[src/rtl/axi_write_slave.sv]
// axi_write_slave: single-burst AXI write responder in front of a synchronous
// SRAM-style port. Each accepted W beat becomes one byte-enabled memory write,
// and one B response is returned per burst.
// Optional feature macro: WSLV_RANGE_CHECK_EN (out-of-range bursts get DECERR).

module axi_write_slave #(
    parameter int ID_BITS       = 8,
    parameter int ADDR_BITS     = 32,
    parameter int DATA_BITS     = 32,
    parameter int MEM_ADDR_BITS = 14
) (
    input  logic                     ACLK,
    input  logic                     ARESETn,
    input  logic [ID_BITS-1:0]       AWID,
    input  logic [ADDR_BITS-1:0]     AWADDR,
    input  logic [3:0]               AWLEN,
    input  logic [2:0]               AWSIZE,
    input  logic [1:0]               AWBURST,
    input  logic                     AWVALID,
    output logic                     AWREADY,
    input  logic [DATA_BITS-1:0]     WDATA,
    input  logic [DATA_BITS/8-1:0]   WSTRB,
    input  logic                     WLAST,
    input  logic                     WVALID,
    output logic                     WREADY,
    output logic [ID_BITS-1:0]       BID,
    output logic [1:0]               BRESP,
    output logic                     BVALID,
    input  logic                     BREADY,
    output logic                     mem_cs,
    output logic [DATA_BITS/8-1:0]   mem_we,
    output logic [MEM_ADDR_BITS-1:0] mem_addr,
    output logic [DATA_BITS-1:0]     mem_wdata
);

    typedef enum logic [1:0] {
        IDLE = 2'd0,
        DATA = 2'd1,
        RESP = 2'd2
    } state_t;

    state_t state, next_state;

    logic [ID_BITS-1:0]   id_q;
    logic [ADDR_BITS-1:0] addr_q;
    logic [ADDR_BITS-1:0] step;
    logic [3:0]           len_q;
    logic [3:0]           beat_q;
    logic [2:0]           size_q;
    logic                 incr_q;
    logic                 ok_q;
    logic                 oor_q;
    logic                 err_q;

    logic aw_hs;
    logic w_hs;
    logic b_hs;
    logic final_beat;
    logic wlast_bad;
    logic aw_oor;

    assign aw_hs      = AWVALID & AWREADY;
    assign w_hs       = WVALID & WREADY;
    assign b_hs       = BVALID & BREADY;
    assign final_beat = (beat_q == len_q);
    assign wlast_bad  = (WLAST != final_beat);
    assign step       = {{(ADDR_BITS-1){1'b0}}, 1'b1} << size_q;

`ifdef WSLV_RANGE_CHECK_EN
    assign aw_oor = |AWADDR[ADDR_BITS-1:MEM_ADDR_BITS+2];
`else
    assign aw_oor = 1'b0;
`endif

    // Next-state logic: one burst in flight, walking address, data, response.
    always_comb begin
        next_state = state;
        case (state)
            IDLE:    if (aw_hs) next_state = DATA;
            DATA:    if (w_hs && final_beat) next_state = RESP;
            RESP:    if (b_hs) next_state = IDLE;
            default: next_state = IDLE;
        endcase
    end

    // State register; ready/valid flags are registered copies of the next state.
    always_ff @(posedge ACLK or negedge ARESETn) begin
        if (!ARESETn) begin
            state   <= IDLE;
            AWREADY <= 1'b0;
            WREADY  <= 1'b0;
            BVALID  <= 1'b0;
        end else begin
            state   <= next_state;
            AWREADY <= (next_state == IDLE);
            WREADY  <= (next_state == DATA);
            BVALID  <= (next_state == RESP);
        end
    end

    // Burst context: captured on AW, then beat count, address and error tracking per beat.
    always_ff @(posedge ACLK or negedge ARESETn) begin
        if (!ARESETn) begin
            id_q   <= '0;
            addr_q <= '0;
            len_q  <= '0;
            size_q <= '0;
            beat_q <= '0;
            incr_q <= 1'b0;
            ok_q   <= 1'b0;
            oor_q  <= 1'b0;
            err_q  <= 1'b0;
        end else if (aw_hs) begin
            id_q   <= AWID;
            addr_q <= AWADDR;
            len_q  <= AWLEN;
            size_q <= AWSIZE;
            beat_q <= '0;
            incr_q <= (AWBURST == 2'b01);
            ok_q   <= !AWBURST[1] && !aw_oor;
            oor_q  <= aw_oor;
            err_q  <= AWBURST[1];
        end else if (w_hs) begin
            beat_q <= beat_q + 4'd1;
            if (wlast_bad) err_q <= 1'b1;
            if (incr_q) addr_q <= addr_q + step;
        end
    end

    // Response fields are latched on the final beat so they stay stable while BVALID waits.
    always_ff @(posedge ACLK or negedge ARESETn) begin
        if (!ARESETn) begin
            BID   <= '0;
            BRESP <= 2'b00;
        end else if (w_hs && final_beat) begin
            BID <= id_q;
            if (oor_q)                  BRESP <= 2'b11;
            else if (err_q || wlast_bad) BRESP <= 2'b10;
            else                        BRESP <= 2'b00;
        end
    end

    assign mem_cs    = w_hs & ok_q;
    assign mem_we    = mem_cs ? WSTRB : '0;
    assign mem_addr  = addr_q[MEM_ADDR_BITS+1:2];
    assign mem_wdata = mem_cs ? WDATA : '0;

endmodule

[config.mk]
export PLATFORM = sky130hd
export DESIGN_NAME = axi_write_slave
export DESIGN_NICKNAME = d
export VERILOG_FILES = /design/src/rtl/axi_write_slave.sv
export SDC_FILE = /design/constraint.sdc
export NUM_CORES = 1
export LEC_CHECK = 0
export BUFFER_PORTS_ARGS = -buffer_cell sky130_fd_sc_hd__buf_2
export CAP_MARGIN = 25
export CORE_ASPECT_RATIO = 1.1
export CORE_MARGIN = 2
export CORE_UTILIZATION = 25
export DETAILED_ROUTE_END_ITERATION = 10
export PLACE_DENSITY = 0.46
export SYNTH_ARGS = -nofsm -noshare
export SYNTH_HDL_FRONTEND = slang
export SYNTH_SLANG_ARGS = --single-unit
export TNS_END_PERCENT = 30
[constraint.sdc]
create_clock -name ACLK -period 6.2 [get_ports ACLK]
set_clock_uncertainty 0.05 [all_clocks]
set_input_delay 0.62 -clock ACLK [delete_from_list [all_inputs] [get_ports ACLK]]
set_output_delay 0.62 -clock ACLK [all_outputs]
set_load 0.05 [all_outputs]
# Yosys cells after proc, flatten, opt, wreduce, memory -nomap -nowiden
# Index checks and enable logic that the tools add are counted.
# totals
register_bits	69
mem_bits_rw	0
out_inout_bits	64
latchBits	0
in_bits	91
word_cells	53
memories	0
romBits	0
# classes
add_sub_neg	2
muxes	15
n_lt_le_gt_ge	0
multipliers	0
bitwise_logic	4
shifts	1
n_reduce_logical	10
eq_ne	7
n_div	0
# ops
operator	count
two-way mux 32 bit	4
adder 32 bit	1
left shift 1 x 3 -> 32 bit, first input constant	1
two-way mux 4 bit	3
two-way mux 2 bit	4
== test 2 x 1 -> 1 bit, second input constant	3
case mux 2 bit (3 select lines)	1
nonzero test 2 bit	3
adder 4 x 1 -> 4 bit, second input constant	1
bitwise AND 1 bit	4
== test 2 bit, second input constant	2
== test 4 bit	1
logical NOT 2 bit	2
AND reduction 2 bit	2
two-way mux 1 bit	3
logical AND 1 bit	1
logical NOT 1 bit	1
logical OR 1 bit	1
inequality test 1 bit	1

# Longest topological paths before layout
# logic_depth
depth_word	5
mapped_depth	8
mapped_depth_nobuf	7

# Least setup slack after synthesis
# Ideal clock, no wire load.
# synth_timing
path_kind	register -> output
from	reg WREADY
to	out mem_wdata[22]
n_path_buf	2
setup_slack_ps	3286
t_arrival_ps	2244
required_ps	5530
path_stages_with_launch	5
path_cell_list	dfrtp_1 > and3_1 > clkbuf_1 > clkbuf_1 > and2_1
# synth_via
elab_chain_len	3
# synth_lines
item	line_no	source
start, declared	25	output logic WREADY,
start signal, assigned	96	WREADY <= (next_state == DATA);
bitwise AND 1 bit	63	assign w_hs = WVALID & WREADY;
bitwise AND 1 bit	143	assign mem_cs = w_hs & ok_q;
named net mem_cs	30	output logic mem_cs,
two-way mux 32 bit	146	assign mem_wdata = mem_cs ? WDATA : '0;
end, declared	33	output logic [DATA_BITS-1:0] mem_wdata
# The timed path passes the listed nets, and every way through them passes these cells.

# Worst setup path in the final report
# layout_timing
from	reg WREADY
to	out mem_we[3]
# layout_via
elab_chain_len	3
# layout_lines
item	line_no	source
bitwise AND 1 bit	63	
bitwise AND 1 bit	143	
two-way mux 4 bit	144	assign mem_we = mem_cs ? WSTRB : '0;
end, declared	31	output logic [DATA_BITS/8-1:0] mem_we,
# Every way passes these cells.

==> flow_summary_export.csv <==
group,metric,value,unit
status,status,"finished, final reports clean",
global_routing,grt_pass1_vias,2752,
floorplanning,ios,155,
logic_synthesis,synth_edf_count,0,
sta,drv_slew,0,
global_routing,antenna_found_initial,0,
floorplanning,rows,43,
cells_and_area,num_antenna_cells,0,
worst_setup_path,cp_num_cells,3,
clock_tree,cts_resized,0,
worst_setup_path,critPathLaunchType,"flip-flop",
detailed_routing,drtAntennaViolNets,0,
logic_synthesis,synth.area.top_cells,"dfrtp_1, nand2_1, and2_1",
global_routing,grt_pass1_wl,13900,um
sta,worst_pin_slew,0.916,ns
worst_setup_path,critPathSlowestCell,"and3_1",
worst_setup_path,end_kind,"output pin",
worst_setup_path,r2r.worst_path.cells,7,
power,peakVddDrop,0.181,mV
sta,tns,0,ns
cells_and_area,areaGrowthSynthToFinish,27.9,%
power,power_density,489,mW/mm^2
detailed_routing,avgViaCountPerCell,4.62,
worst_setup_path,cp-endpoint,"mem_we[3]",
detailed_routing,drc,0,
power,internal-power,1.02,mW
logic_synthesis,syn_avg_cell_area,9.02,sq um
floorplanning,die-area,0.0137,sq mm
worst_setup_path,slowest_delay,0.79,ns
power,seqPwrFrac,30.1,%
worst_setup_path,r2r-end,"addr_q[12]$_DFFE_PN0P_",
worst_setup_path,cp_max_fo,37,
power,leakage,2.14,nW
worst_hold_path,hold_class,"in -> async",
worst_setup_path,crit_required,5.53,ns
sta,fin_crit_sh,44.5,%
place,dp_hpwl,6200,um
clock_tree,clock_sinks,52,
global_routing,grt_max_degree,53,
floorplanning,dieHeight,122,um
cells_and_area,drive_gt1_share,35.1,%
sta,min_period,2.76,ns
power,pwr-share-clk,16.3,%
power,swShare,48.8,%
logic_synthesis,synthCells,353,
worst_setup_path,path_buf_inv,1,
floorplanning,core-area,0.0125,sq mm
detailed_routing,dr.pass1.iters,4,
sta,worst_hold_slack,0.403,ns
logic_synthesis,synth_ff_type,"dfrtp_1",
clock_tree,htree_num_levels,2,
place,port_buffers,137,
detailed_routing,wl_per_cell,14.0,um
logic_synthesis,synth_seq_cells,52,
flow_run,cap_violations,0,
sta,fmax,363,MHz
logic_synthesis,ys_warn_count,0,
clock_tree,holdBufCountCts,0,
worst_setup_path,cp_cell_sequence,"and3_1 > and2_1 > buf_2",
worst_setup_path,crit_start,"WREADY$_DFF_PN0_",
floorplanning,initial_core_util,25.4,%
worst_setup_path,r2r_slack,3.74,ns
logic_synthesis,synth_top_area_cell,"dfrtp_1",
clock_tree,cts_root_buf,"clkbuf_16",
power,combPwrFrac,53.6,%
global_routing,grt_overflow,0,
sta,setup_viol,0,
clock_tree,cts_tree,"built",
logic_synthesis,synthesis.nets,454,
cells_and_area,fin_nets,567,
logic_synthesis,synth_seq_area_share,40.9,%
logic_synthesis,synth_top_area_share,40.9,%
floorplanning,die_w,112,um
sta,hold_violations,0,
detailed_routing,vias,2882,
logic_synthesis,netlist-cell-type-count,51,
detailed_routing,drt_iter0_markers,106,
worst_setup_path,cp_data_arrival_time,2.09,ns
place,place_congestion,0.775,
worst_setup_path,r2r_start,"size_q[1]$_DFFE_PN0P_",
clock_tree,numCtsBuffers,5,
cells_and_area,nFillCells,1346,
clock_tree,clkTransAtPathRegs,0.07,ns
power,p_sw,0.973,mW
sta,relSlewSlack,38.7,%
clock_tree,clk_path_buf_depth,2,
worst_setup_path,critical_path_class,"reg -> out",
logic_synthesis,synthArstFlopShare,100,%
clock_tree,clock_latency,0.30,ns
global_routing,grt.total_usage,12.8,%
clock_tree,cts_setup_buffers,0,
sta,rsz0062_at_grt,"false",
detailed_routing,routed_wl,8760,um
worst_setup_path,critical_path.top_delay_family,"simple AND/OR/NAND/NOR gates",
logic_synthesis,netlist_area,0.00318,sq mm
-- synthesized netlist by cell type, types with 4 or more instances --
master	n
and2_1	38
xnor2_1	6
nand2_1	64
a21o_1	8
mux2i_1	4
dfrtp_1	52
nor3b_1	5
buf_2	7
ha_1	9
nand3_1	11
and3_1	7
a21oi_1	15
xor2_1	5
o21ai_0	12
a2bb2oi_1	5
buf_4	15
nor2_1	15
nor3_1	6
mux2_2	9
clkbuf_1	10
nand4_1	6
-- worst min path at each step --
stage	to	slack (ns)	cells past startpoint
5_1_grt	id_q[1]$_DFFE_PN0P_	0.44	2
3_3_place_gp	id_q[1]$_DFFE_PN0P_	0.40	2
2_1_floorplan	AWREADY$_DFF_PN0_	0.27	0
4_1_cts	beat_q[2]$_DFFE_PN0P_	0.43	2
6_report	beat_q[2]$_DFFE_PN0P_	0.40	2
3_5_place_dp	id_q[1]$_DFFE_PN0P_	0.41	2
-- layout make-up --
cell class                      count  area (sq um)  area share (%)
Clock buffer                        5           125            3.07
Clock inverter                      3          42.5            1.04
Inverter                            3          11.3           0.276
Multi-Input combinational cell    265          1680            41.2
Sequential cell                    52          1300            31.9
Tap cell                          157           196            4.82
Timing Repair Buffer              139           721            17.7
-- flip-flops by register name, summed over array words and instances (netlist names), 2 cells and up --
name and count:
BID 8, size_q 3, addr_q 16, state 2, id_q 8, beat_q 4, len_q 4
-- stage by stage --
| step | area (sq um) | cells | setup WS (ns) | power (mW) | utilization (%) |
|---|---|---|---|---|---|
| floorplan | 3180 | 353 | 3.29 | 1.47 | - |
| global placement | 3880 | 615 | 3.50 | 1.66 | 30.9 |
| detailed placement | 3880 | 615 | 3.44 | 1.67 | 30.9 |
| CTS | 4050 | 623 | 3.39 | 2.01 | 32.3 |
| global route | 4070 | 624 | 3.20 | 2.15 | 32.5 |
| finish | 4070 | 624 | 3.44 | 1.99 | 32.5 |
-- power groups by stage --
stage	Combinational [mW]	Sequential, mW	Clock [mW]
finish	1.07	0.599	0.324
global route	1.17	0.627	0.353
CTS	1.07	0.603	0.343
detailed placement	1.07	0.608	0
global placement	1.06	0.603	0
floorplan	0.791	0.681	0
-- logic make-up after synthesis --
kind of cell               after synthesis  synth area share [%]
adders and majority gates               10                  4.17
and+or+nand+nor                        165                  26.2
buffers and inverters                   36                  6.52
AOI/OAI and AO/OA                       65                  14.7
muxes                                   13                  4.44
DFF                                     52                  40.9
xor gates and xnor gates                11                  3.03
other                                    1                 0.118
-- placed cells by master, fill, tap and decap left out, types with 2 or more instances in the layout --
cell	count
nor3b_1	5
clkbuf_16	5
nand3_1	11
a211oi_1	3
o211ai_1	3
a21oi_1	15
nor3_1	6
xor2_1	5
o31ai_1	2
nor2_1	15
dfrtp_1	52
a221oi_1	2
inv_1	3
mux2_2	9
o21a_1	2
a2bb2oi_1	5
a22o_1	2
a21o_1	8
and3_2	2
nand4_1	6
mux2i_1	4
o21ai_0	12
and3_1	7
buf_2	137
nand2_1	64
nand2b_1	3
and2_1	37
xnor2_1	6
ha_1	9
o21ai_2	2
-- routing by layer --
metal | wire (um) | global-route usage (%) | vias to the layer above
met5 | 0 | 0 | -
met4 | 65 | 3.94 | 0
met3 | 433 | 3.75 | 4
met1 | 3900 | 15.6 | 1374
li1 | - | - | 1436
met2 | 4370 | 21.8 | 68
Power figures use the tool's default switching activity.
